`src/rtl/cic_decim_comb.sv`:
```
// rtl/cic_decim_comb.sv - CIC decimator: keeps one of every R valid samples, then applies the first comb stage y = x[k] - x[k-M].
module cic_decim_comb #(
    parameter int WIDTH = 16,
    parameter int R     = 8,
    parameter int M     = 1
) (
    input  logic             clk,
    input  logic             rst,
    input  logic [WIDTH-1:0] x,
    input  logic             x_valid,
    output logic [WIDTH-1:0] y,
    output logic             y_valid,
    output logic             primed
);

    localparam int CW = (R > 1) ? $clog2(R) : 1;
    localparam int PW = $clog2(M + 1);
    localparam logic [CW-1:0] LAST_PHASE = CW'(R - 1);
    localparam logic [PW-1:0] FULL_HIST  = PW'(M);

    logic [CW-1:0]    r_cnt;
    logic [PW-1:0]    r_cap_cnt;
    logic [WIDTH-1:0] r_d [M];
    logic [WIDTH-1:0] r_y;
    logic             r_y_valid;
    logic             r_primed;
    logic             w_capture;

    assign w_capture = x_valid && (r_cnt == LAST_PHASE);

    always_ff @(posedge clk) begin
        if (rst) begin
            r_cnt     <= '0;
            r_cap_cnt <= '0;
            r_y       <= '0;
            r_y_valid <= 1'b0;
            r_primed  <= 1'b0;
            for (int i = 0; i < M; i++) begin
                r_d[i] <= '0;
            end
        end else begin
            r_y_valid <= w_capture;
            if (x_valid) begin
                r_cnt <= (r_cnt == LAST_PHASE) ? '0 : r_cnt + CW'(1);
            end
            if (w_capture) begin
                // Plain modulo subtraction: a wrapped integrator still yields the true difference.
                r_y    <= x - r_d[M-1];
                r_d[0] <= x;
                for (int i = 1; i < M; i++) begin
                    r_d[i] <= r_d[i-1];
                end
                if (r_cap_cnt == FULL_HIST) begin
                    r_primed <= 1'b1;
                end else begin
                    r_cap_cnt <= r_cap_cnt + PW'(1);
                end
            end
        end
    end

    assign y       = r_y;
    assign y_valid = r_y_valid;
    assign primed  = r_primed;

endmodule
```
`config.mk`:
```
export PLATFORM = sky130hd
export DESIGN_NAME = cic_decim_comb
export DESIGN_NICKNAME = d
export VERILOG_FILES = /design/src/rtl/cic_decim_comb.sv
export SDC_FILE = /design/constraint.sdc
export NUM_CORES = 1
export LEC_CHECK = 0
export ABC_AREA = 0
export CORE_MARGIN = 3
export CORE_UTILIZATION = 39
export DETAILED_ROUTE_END_ITERATION = 8
export PLACE_DENSITY = 0.66
export SLEW_MARGIN = 25
export SYNTH_ARGS = -nofsm -noshare
export SYNTH_HDL_FRONTEND = slang
export SYNTH_SLANG_ARGS = --single-unit
```
`constraint.sdc`:
```
create_clock -name clk -period 2 [get_ports clk]
set_clock_uncertainty 0.05 [all_clocks]
set_input_delay 0.3 -clock clk [delete_from_list [all_inputs] [get_ports clk]]
set_output_delay 0.3 -clock clk [all_outputs]
set_load 0.1 [all_outputs]
```
Word-level counts from Yosys, hierarchy flattened
Memory sizes are Yosys's and may differ from the RTL's.
Index checks and enable logic that the tools add are counted.
{ "word_totals": {"reg_bits": 22, "latch_bits": 0, "ram_bits": 16, "rom_bits": 0, "in_bits": 19, "output_inout_bits": 18, "elab_cells": 22, "memories": 1} }
{ "op_classes": {"n_addsub": 3, "mul": 0, "n_div": 0, "order_cmp": 0, "eq_ne": 1, "n_shift": 0, "muxes": 9, "n_bitwise": 0, "reduce_logical": 3} }
{ "mem_list": {"columns": ["name", "words", "word_bits", "rd", "rd_ports_with_merged_regs", "wr", "line_no", "text"], "rows": [
  ["r_d", 1, 16, 1, 0, 1, "23", "logic [WIDTH-1:0] r_d [M];"]
]} }
{ "op_table": {"columns": ["cell", "n"], "rows": [
  ["16-bit 2-to-1 mux", 1],
  ["16-bit OR reduction", 1],
  ["16-bit subtractor", 1],
  ["1-bit 2-to-1 mux", 7],
  ["3-bit by 1-bit adder with 3-bit output, second input constant", 1],
  ["3-bit equality test, second input constant", 1],
  ["3-bit 2-to-1 mux", 1],
  ["2-bit AND reduction", 1],
  ["1-bit adder, second input constant", 1],
  ["1-bit logical AND", 1]
]} }

Longest topological paths before layout
{ "depth": {"ltp_word": 7, "depth_mapped": 8, "ltp_nobuf": 8} }

Worst setup path after synthesis
No wires, ideal clock.
{ "synth_path": {"kind": "reg-to-reg", "from": "memory r_d[0][11]", "to": "register r_y[14], in the netlist y[14]", "arrival_ns": 1.922, "setup_slack_ns": -0.091, "path_stages_with_launch": 9, "period_less_slack_ns": 2.091, "cell_sequence": "edfxtp_1 -> inv_1 -> ha_1 -> buf_6 -> and2_4 -> and3_4 -> a221o_1 -> or3_1 -> a32o_1"} }
{ "synth_between": {"elab_chain_len": 2} }
{ "synth_rtl": {"columns": ["item", "line_no", "text"], "rows": [
  ["start: declaration", "23", null],
  ["memory read 1 x 16 bit", null, null],
  ["16-bit subtractor", "48", "r_y <= x - r_d[M-1];"],
  ["end signal: assignment", "48", null],
  ["end: declaration", "24", "logic [WIDTH-1:0] r_y;"]
]} }
No other way between the ends.
A chain may end at the register's enable or synchronous reset.

Final worst setup path
Same ends and word-level chain as after synthesis.

==> impl_metrics.ini <==
[layout]
finish.utilization = 0.625
syn_to_final_growth_pct = 48.8
final_cell_mix = 67 x buf_4, 22 x dfxtp_1, 18 x a21oi_1
fillerInstances = 457
layout-drive-gt1-share = 0.360
layoutNonFillerInstCount = 395
n_antenna_cell = 0
nets = 361
final_common_cell = buf_4

[critical_path]
crit_arrival_ps = 2210
startpoint_type = flip-flop
crit_family = simple AND/OR/NAND/NOR gates
worstPathCellList = inv_2 -> ha_4 -> and2_4 -> and3_4 -> a221o_1 -> or3_1 -> a32o_1
critPathSlowestCell = edfxtp_1
cp.required_ps = 2130
crit_fanout = 6
cp-end-kind = flip-flop
slowest_delay_ps = 380
crit_type = flip-flop to flip-flop
critPathBufInv = 1

[die]
io-pin-count = 37
die_area_um2 = 6690
rows = 26
core-area_um2 = 5340
fp.dieW_um = 81.8
initial_utilization = 0.420
die_y_um = 81.8

[pwr]
peakVddDrop_mv = 0.333
powerDensity_nw_per_um2 = 565
power.leakage_nw = 1.36

[synthesis]
ys_types = 47
synth-main-ff-cell = dfxtp_1
synth_nets = 280
ys_seq_area_frac = 0.411
syn_area_per_cell_um2 = 9.22
synth_warnings = 0
synth_edf_count = 16
syn_area_um2 = 2240
ys_ff_latch = 38
syn_inst = 243
async_flop_share = 0

[placement]
port_buffers = 36
placedCellCount = 383
gp_congestion = 0.810
hpwl_mm = 4.26

[sta]
slew_viol_final = 0
hold_viol = 0
grt_setup_unrepaired = true
finalCritPeriodShare = 1.04
setup_ws_ps = -83.0
layout_min_cycle_time_ps = 2080
relSlewSlack = 0.752
finalSetupViolations = 2
hold_ws_ps = 353
maxClockFrequency_mhz = 480
tightest_slew_ps = 373
fin_tns_setup_ps = -95.1

[outcome]
outcome = finished with violations
violations = negative setup slack

[global_routing]
globalRouteOverflowTotal = 0
grt_use_total = 0.186
grt_first_pass_wirelength_mm = 9.49
grt_max_degree = 17
grt_pass1_vias = 2049
antenna_found_initial = 0

[flow_run]
cap_viol_max_count = 0

[clock_tree]
clk_pin_slew_ps = 80
cts_max_level = 2
insertion_delay_ps = 290
ctsRootBufferMaster = clkbuf_8
hold_buffers = 0
tritoncts = built
cts_buffers = 5
cts_sinks = 38
clk_path_buf_depth = 2

[drt]
wl_per_cell_um = 14.8
avgViaCountPerCell = 5.31
post-route-drc-count = 0
wirelength_mm = 5.84
ant_nets = 0
vias = 2098
drtIter0Drc = 98
dr.pass1.iters = 4

[worst_hold_path]
min_path_type = input port to flip-flop
-- worst reg2reg max path, delay by kind of cell, from the launching register on --
kind / cells / cell delay [ps]
AOI/OAI and AO/OA: 2 / 600
DFF: 1 / 380
adders and majority gates: 1 / 210
and+or+nand+nor: 3 / 670
buffers and inverters: 1 / 70
-- metal layers --
layer | GRT usage | vias up | part of all wire | wire length [um]
met5 | 0 | - | 0 | 0
met4 | 0.0581 | 0 | 0.018 | 108
met3 | 0.0373 | 13 | 0.037 | 216
met2 | 0.313 | 51 | 0.48 | 2810
met1 | 0.239 | 984 | 0.46 | 2700
li1 | - | 1050 | - | -
-- synthesized netlist by cell type, types with 2 or more instances --
library cell	count	area, um2
dfxtp_1	22	440
a21oi_2	2	17.5
a211oi_1	3	22.5
or4_1	4	30.0
clkbuf_1	9	33.8
inv_1	18	67.6
nor3_1	6	30.0
nand3_1	7	35.0
nor2_1	15	56.3
a21oi_1	22	110
o21a_1	2	15.0
nand2_1	14	52.6
and3_1	4	25.0
nand4_1	5	31.3
o211ai_1	6	45.0
o2111ai_1	2	17.5
edfxtp_1	16	480
nor2b_1	4	25.0
or3_1	4	25.0
o31ai_1	2	15.0
nand2b_1	2	12.5
xnor2_1	2	17.5
a32o_1	3	30.0
nand3b_1	5	37.5
ha_1	17	213
mux2i_1	3	30.0
a21o_1	2	15.0
and2_1	15	93.8
o21ai_0	9	45.0
-- state kept, by name, indices dropped and copies added, names as in the netlist --
name and cells:
y 16, r_cap_cnt 1, r_cnt 3, r_d 16, y_valid 1, primed 1
-- power by group --
part | internal, mW | switching [mW]
registers | 0.821 | 0.00684
clock network | 0.348 | 0.272
logic | 0.228 | 0.209
-- cell type report --
type,count,area (um2),share of cell area
tap,70,87.6,0.0263
inverter,18,67.6,0.0203
timing repair buffer,86,684,0.205
multi-input combinational,175,1460,0.439
sequential,38,921,0.276
clock buffer,8,110,0.0330
-- path summary, 6_finish.rpt --
kind                             from                       to  slack, ps  depth (start not counted)
max reg2reg  r_d[0][11]$_SDFFCE_PN0P_       y[14]$_SDFFE_PP0P_        -80                          7
min                              x[4]  r_d[0][4]$_SDFFCE_PN0P_        350                          2
max          r_d[0][11]$_SDFFCE_PN0P_       y[14]$_SDFFE_PP0P_        -80                          7
min reg2reg         y[4]$_SDFFE_PP0P_        y[4]$_SDFFE_PP0P_        410                          2
-- cell families after synthesis --
group                      Yosys count  synth area share
and+or+nand+nor                     89             0.218
xor gates and xnor gates             2           0.00782
buffers and inverters               30            0.0559
muxes                                3            0.0134
AOI/OAI and AO/OA                   63             0.189
adders and majority gates           18             0.104
DFF                                 38             0.411
-- stage by stage --
| step | setup WS (ps) | total power, mW | instance area, um2 |
|---|---|---|---|
| floorplan | -91.2 | 1.03 | 2260 |
| global placement | -562 | 1.19 | 2940 |
| detailed placement | -646 | 1.19 | 2940 |
| CTS | -78.2 | 1.87 | 3290 |
| global route | -145 | 1.98 | 3330 |
| finish | -83.0 | 1.88 | 3330 |
-- timing repair --
item / in CTS / in global routing
setup endpoints to repair: 10 / 12
setup buffers: 4 / 1
resized for setup: 45 / 13
pin swaps: 20 / 16
(Power assumes the default switching activity.)
